$ cat src/rtl/ldm_stm_sequencer.sv
// LDM/STM block-transfer sequencer: walks a register list low to high, one memory
// beat per register, computes IA/IB/DA/DB addresses and performs optional base writeback.
module ldm_stm_sequencer #(
    parameter int DATA_WIDTH = 32,
    parameter int REG_COUNT  = 16
) (
    input  logic                         clock,
    input  logic                         reset,
    input  logic                         start,
    input  logic                         is_load,
    input  logic                         up,
    input  logic                         pre,
    input  logic                         writeback,
    input  logic [$clog2(REG_COUNT)-1:0] base_reg,
    input  logic [DATA_WIDTH-1:0]        base_addr,
    input  logic [REG_COUNT-1:0]         reglist,
    output logic                         busy,
    output logic                         done,
    output logic                         mem_req,
    output logic                         mem_we,
    output logic [DATA_WIDTH-1:0]        mem_addr,
    output logic [DATA_WIDTH-1:0]        mem_wdata,
    input  logic                         mem_ready,
    input  logic [DATA_WIDTH-1:0]        mem_rdata,
    output logic [$clog2(REG_COUNT)-1:0] read_reg_num1,
    input  logic [DATA_WIDTH-1:0]        read_data1,
    output logic [$clog2(REG_COUNT)-1:0] write_reg,
    output logic [DATA_WIDTH-1:0]        write_data,
    output logic                         regwrite
);
    localparam int IDX_W = $clog2(REG_COUNT);
    localparam int CNT_W = IDX_W + 1;

    typedef enum logic [1:0] {S_IDLE, S_XFER, S_WB} state_t;

    function automatic logic [CNT_W-1:0] f_popcount(input logic [REG_COUNT-1:0] list);
        f_popcount = '0;
        for (int i = 0; i < REG_COUNT; i++)
            f_popcount = f_popcount + CNT_W'(list[i]);
    endfunction

    function automatic logic [IDX_W-1:0] f_lowest(input logic [REG_COUNT-1:0] list);
        f_lowest = '0;
        for (int i = REG_COUNT - 1; i >= 0; i--)
            if (list[i]) f_lowest = IDX_W'(i);
    endfunction

    state_t                  r_state;
    logic [REG_COUNT-1:0]    r_list;
    logic [DATA_WIDTH-1:0]   r_addr;
    logic [DATA_WIDTH-1:0]   r_wb_val;
    logic                    r_is_load;
    logic                    r_wb_en;
    logic [IDX_W-1:0]        r_base_reg;

    logic [CNT_W-1:0]        w_count;
    logic [DATA_WIDTH-1:0]   w_span;
    logic [DATA_WIDTH-1:0]   w_start_addr;
    logic [DATA_WIDTH-1:0]   w_wb_val;
    logic [IDX_W-1:0]        w_cur;
    logic [REG_COUNT-1:0]    w_list_next;
    logic                    w_in_xfer;
    logic                    w_beat;
    logic                    w_ld_wr;
    logic                    w_wb_wr;

    assign w_count  = f_popcount(reglist);
    assign w_span   = DATA_WIDTH'({w_count, 2'b00});
    assign w_wb_val = up ? (base_addr + w_span) : (base_addr - w_span);

    always_comb begin
        w_start_addr = base_addr;
        case ({up, pre})
            2'b10:   w_start_addr = base_addr;
            2'b11:   w_start_addr = base_addr + DATA_WIDTH'(4);
            2'b00:   w_start_addr = base_addr - w_span + DATA_WIDTH'(4);
            default: w_start_addr = base_addr - w_span;
        endcase
    end

    // Remaining list shrinks by its lowest set bit on each completed beat.
    assign w_cur       = f_lowest(r_list);
    assign w_list_next = r_list & (r_list - REG_COUNT'(1));
    assign w_in_xfer   = (r_state == S_XFER);
    assign w_beat      = w_in_xfer & mem_ready;

    always_ff @(posedge clock) begin
        if (reset) begin
            r_state <= S_IDLE;
            r_list  <= '0;
        end else begin
            case (r_state)
                S_IDLE: begin
                    if (start) begin
                        r_list     <= reglist;
                        r_addr     <= w_start_addr;
                        r_wb_val   <= w_wb_val;
                        r_is_load  <= is_load;
                        r_base_reg <= base_reg;
                        // A loaded base overrides writeback; an empty list never writes back.
                        r_wb_en    <= writeback & (|reglist) & ~(is_load & reglist[base_reg]);
                        r_state    <= (reglist == '0) ? S_WB : S_XFER;
                    end
                end
                S_XFER: begin
                    if (mem_ready) begin
                        r_list <= w_list_next;
                        r_addr <= r_addr + DATA_WIDTH'(4);
                        if (w_list_next == '0) r_state <= S_WB;
                    end
                end
                S_WB:    r_state <= S_IDLE;
                default: r_state <= S_IDLE;
            endcase
        end
    end

    // Load writes land in the beat cycle itself, so the write port decodes mem_ready directly.
    assign w_ld_wr = w_beat & r_is_load & ~reset;
    assign w_wb_wr = (r_state == S_WB) & r_wb_en & ~reset;

    assign busy          = (r_state != S_IDLE);
    assign done          = (r_state == S_WB);
    assign mem_req       = w_in_xfer;
    assign mem_we        = w_in_xfer & ~r_is_load;
    assign mem_addr      = w_in_xfer ? r_addr : '0;
    assign read_reg_num1 = mem_we ? w_cur : '0;
    assign mem_wdata     = mem_we ? read_data1 : '0;
    assign regwrite      = w_ld_wr | w_wb_wr;
    assign write_reg     = w_ld_wr ? w_cur : (w_wb_wr ? r_base_reg : '0);
    assign write_data    = w_ld_wr ? mem_rdata : (w_wb_wr ? r_wb_val : '0);

endmodule

$ cat config.mk
export PLATFORM = sky130hd
export DESIGN_NAME = ldm_stm_sequencer
export DESIGN_NICKNAME = d
export VERILOG_FILES = /design/src/rtl/ldm_stm_sequencer.sv
export SDC_FILE = /design/constraint.sdc
export NUM_CORES = 1
export LEC_CHECK = 0
export CORE_MARGIN = 2
export CORE_UTILIZATION = 45
export CTS_BUF_LIST = sky130_fd_sc_hd__clkbuf_8 sky130_fd_sc_hd__clkbuf_16
export DETAILED_ROUTE_END_ITERATION = 12
export GPL_ROUTABILITY_DRIVEN = 1
export PLACE_DENSITY = 0.84
export SYNTH_ARGS = -nofsm -noshare
export SYNTH_HDL_FRONTEND = slang
export SYNTH_SLANG_ARGS = --single-unit
$ cat constraint.sdc
create_clock -name clock -period 22.7 [get_ports clock]
set_input_delay 4.54 -clock clock [delete_from_list [all_inputs] [get_ports clock]]
set_output_delay 4.54 -clock clock [all_outputs]
set_load 0.03 [all_outputs]
==> results.json <==
{
  "startpoint": "reglist[0]",
  "cp-end-kind": "flip-flop",
  "final_cell_area_um2": 12000,
  "cts_tree": "yes",
  "outcome": "completed",
  "core-area_um2": 20200,
  "holdCritStartpoint": "r_list[5]",
  "grt_pass1_vias": 9398,
  "start_kind": "input port",
  "synth_edf_count": 70,
  "worst_slew_pin_slew_ns": 1.22,
  "p_leak_nw": 4.27,
  "antenna_found_initial": 1,
  "routed_wl_um": 33600,
  "synth.avg_cell_area_um2": 8.04,
  "critPathKind": "input port to flip-flop",
  "cts_root_buf": "clkbuf_16",
  "rr_startpoint": "r_state[1]",
  "cts.sinks": 88,
  "drc": 0,
  "period_minus_slack_ns": 11.40,
  "rows": 52,
  "initial_core_util_pct": 45.7,
  "rrSetupSlack_ns": 19.23,
  "nets": 1481,
  "grt_pass1_wl_um": 51400,
  "tns_ns": 0,
  "cts_buffer_depth": 2,
  "synthCells": 1150,
  "dp_hpwl_um": 25600,
  "yosys_warnings": 0,
  "clk_pin_slew_ns": 0.07,
  "drv_slew": 0,
  "die_area_um2": 21700,
  "nFillCells": 1825,
  "rsz0062_at_grt": "false",
  "syn-num-nets": 1308,
  "vias": 10100,
  "cts-hold-fix-buffers": 0,
  "powerDensity_nw_per_um2": 73.2,
  "cts_resized": 0,
  "pre_cts_slack_ns": 11.03,
  "finalSetupViolCount": 0,
  "whs_ns": 0.510,
  "antenna_left": 0,
  "htree_levels": 3,
  "cts_setup_buffers": 0,
  "asyncSetResetFlopFracSynth_pct": 0,
  "ys_seq_area_share_pct": 26.6,
  "synth_area_um2": 9250,
  "route.detailed.wl_per_inst_um": 21.0,
  "biggestRegsByFlops": "r_addr x32, r_wb_val x32, r_list x16",
  "firstDrtPassIters": 6,
  "gp_congestion": 1.03,
  "die_w_um": 147,
  "numCtsBuffers": 9,
  "grt.total_usage_pct": 29.9,
  "drtIter0Drc": 858,
  "cp.arrival_ns": 11.48,
  "max-slew-margin-rel_pct": 17.6,
  "reg2reg_depth": 7,
  "min_to": "r_list[5]",
  "yosysUniqueCellTypes": 85,
  "placedInstanceArea_um2": 11700,
  "worst_ep_required_time_ns": 22.79,
  "overflow": 0,
  "power_mw": 0.876,
  "vias_per_cell": 6.30,
  "grt_max_degree": 49,
  "hp-class": "flip-flop to flip-flop",
  "io_buffers": 232,
  "drive_gt1_share_pct": 5.27,
  "regArea_um2": 2460,
  "fin_crit_sh_pct": 50.2,
  "synth-main-ff-cell": "edfxtp_1",
  "worstHoldPathCells": 2,
  "drv_cap": 0,
  "r2r_end": "r_addr[2]",
  "clkLatencyLatePin_ns": 0.36,
  "finalWorstSetupSlack_ns": 11.30,
  "max_freq_mhz": 87.7,
  "final_hold_viol_count": 0,
  "area_delta_synth_final_pct": 29.5,
  "finClkSkew_ns": 0.0106,
  "path_max_fanout": 8,
  "die_h_um": 147,
  "io_pins": 233,
  "ir_drop_v": 0.0000512,
  "multi_input_area_um2": 6290,
  "ys_ff_latch": 88
}
==> power by group <==
group / total, mW / switching (mW) / leakage [nW] / internal [mW]
Clock: 0.144 / 0.0693 / 0.131 / 0.0743
Sequential: 0.225 / 0.0180 / 0.800 / 0.207
Combinational: 0.507 / 0.310 / 3.34 / 0.198
==> worst max-delay path: stages <==
cell,delay (ns)
clkdlybuf4s50_1,0.55
inv_1,0.11
fa_1,0.57
fa_1,0.45
fa_1,0.52
fa_1,0.50
inv_1,0.04
ha_1,0.19
fa_1,0.40
a21o_1,0.17
and2_1,0.20
ha_1,0.39
or2b_1,0.25
nand3_1,0.25
or3_1,0.39
a222oi_1,0.63
nand3_1,0.38
nor2_1,0.37
mux2i_1,0.27
mux2i_1,0.20
a221oi_1,0.09
==> per-stage QoR <==
stage / instances / util [%]
5_1_grt: 1599 / 59.2
6_report: 1599 / 59.2
2_1_floorplan: 1150 / -
4_1_cts: 1598 / 59.2
3_3_place_gp: 1582 / 57.8
3_5_place_dp: 1582 / 57.8
==> final cells by class <==
cell class / count / area share, %
Timing Repair Buffer: 244 / 20.1
Tap cell: 270 / 2.82
Sequential cell: 88 / 20.6
Antenna cell: 1 / 0.0209
Clock inverter: 7 / 0.407
Inverter: 54 / 1.69
Multi-Input combinational cell: 926 / 52.5
Clock buffer: 9 / 1.88
==> kinds of logic (layout without fill, tap and decap cells) <==
| group | count (synthesis) | in the layout | share of synthesized area, % |
|---|---|---|---|
| and+or+nand+nor | 470 | 470 | 27.7 |
| AOI/OAI and AO/OA | 305 | 305 | 22.4 |
| buffers and inverters | 136 | 314 | 5.69 |
| xor gates and xnor gates | 101 | 101 | 9.56 |
| DFF | 88 | 88 | 26.6 |
| adders and majority gates | 36 | 36 | 5.79 |
| muxes | 14 | 14 | 2.20 |
| other | 0 | 1 | 0 |
==> worst max path at each step <==
stage              endpoint  slack, ns
3_5_place_dp     r_addr[24]      11.03
4_1_cts        write_reg[3]      11.34
2_1_floorplan  write_reg[0]      12.04
3_3_place_gp     r_addr[24]      11.07
6_report         r_addr[17]      11.30
5_1_grt          r_addr[17]      10.94
==> cells in the mapped netlist, drive strengths merged, types with 40 or more instances <==
cell / n / area, µm²
a21oi: 80 / 404
and2: 45 / 282
and3: 42 / 263
clkbuf: 66 / 250
edfxtp: 70 / 2100
inv: 52 / 195
nand2: 100 / 378
nand3: 40 / 205
nor2: 96 / 360
o21ai: 58 / 290
xnor2: 57 / 499
xor2: 44 / 385
==> layer usage <==
layer	GRT usage [%]	part of all wire, %	up-vias
met5	0	0	-
met1	35.0	38	4743
met3	6.20	8.6	138
met4	16.3	5.7	0
li1	-	-	4580
met2	51.4	48	615
==> placed cells by master, fill, tap and decap left out, drive strengths merged, types with 32 or more instances in the layout <==
cell / Yosys / routed
clkdlybuf4s50: 0 / 232
nor2: 96 / 96
o21ai: 58 / 58
inv: 52 / 54
a22o: 32 / 32
edfxtp: 70 / 70
and2: 45 / 45
xor2: 44 / 44
and3: 42 / 42
xnor2: 57 / 57
nand2: 100 / 100
nand3: 40 / 40
a21oi: 80 / 80
Note: power is estimated with default switching activity, not from simulation.
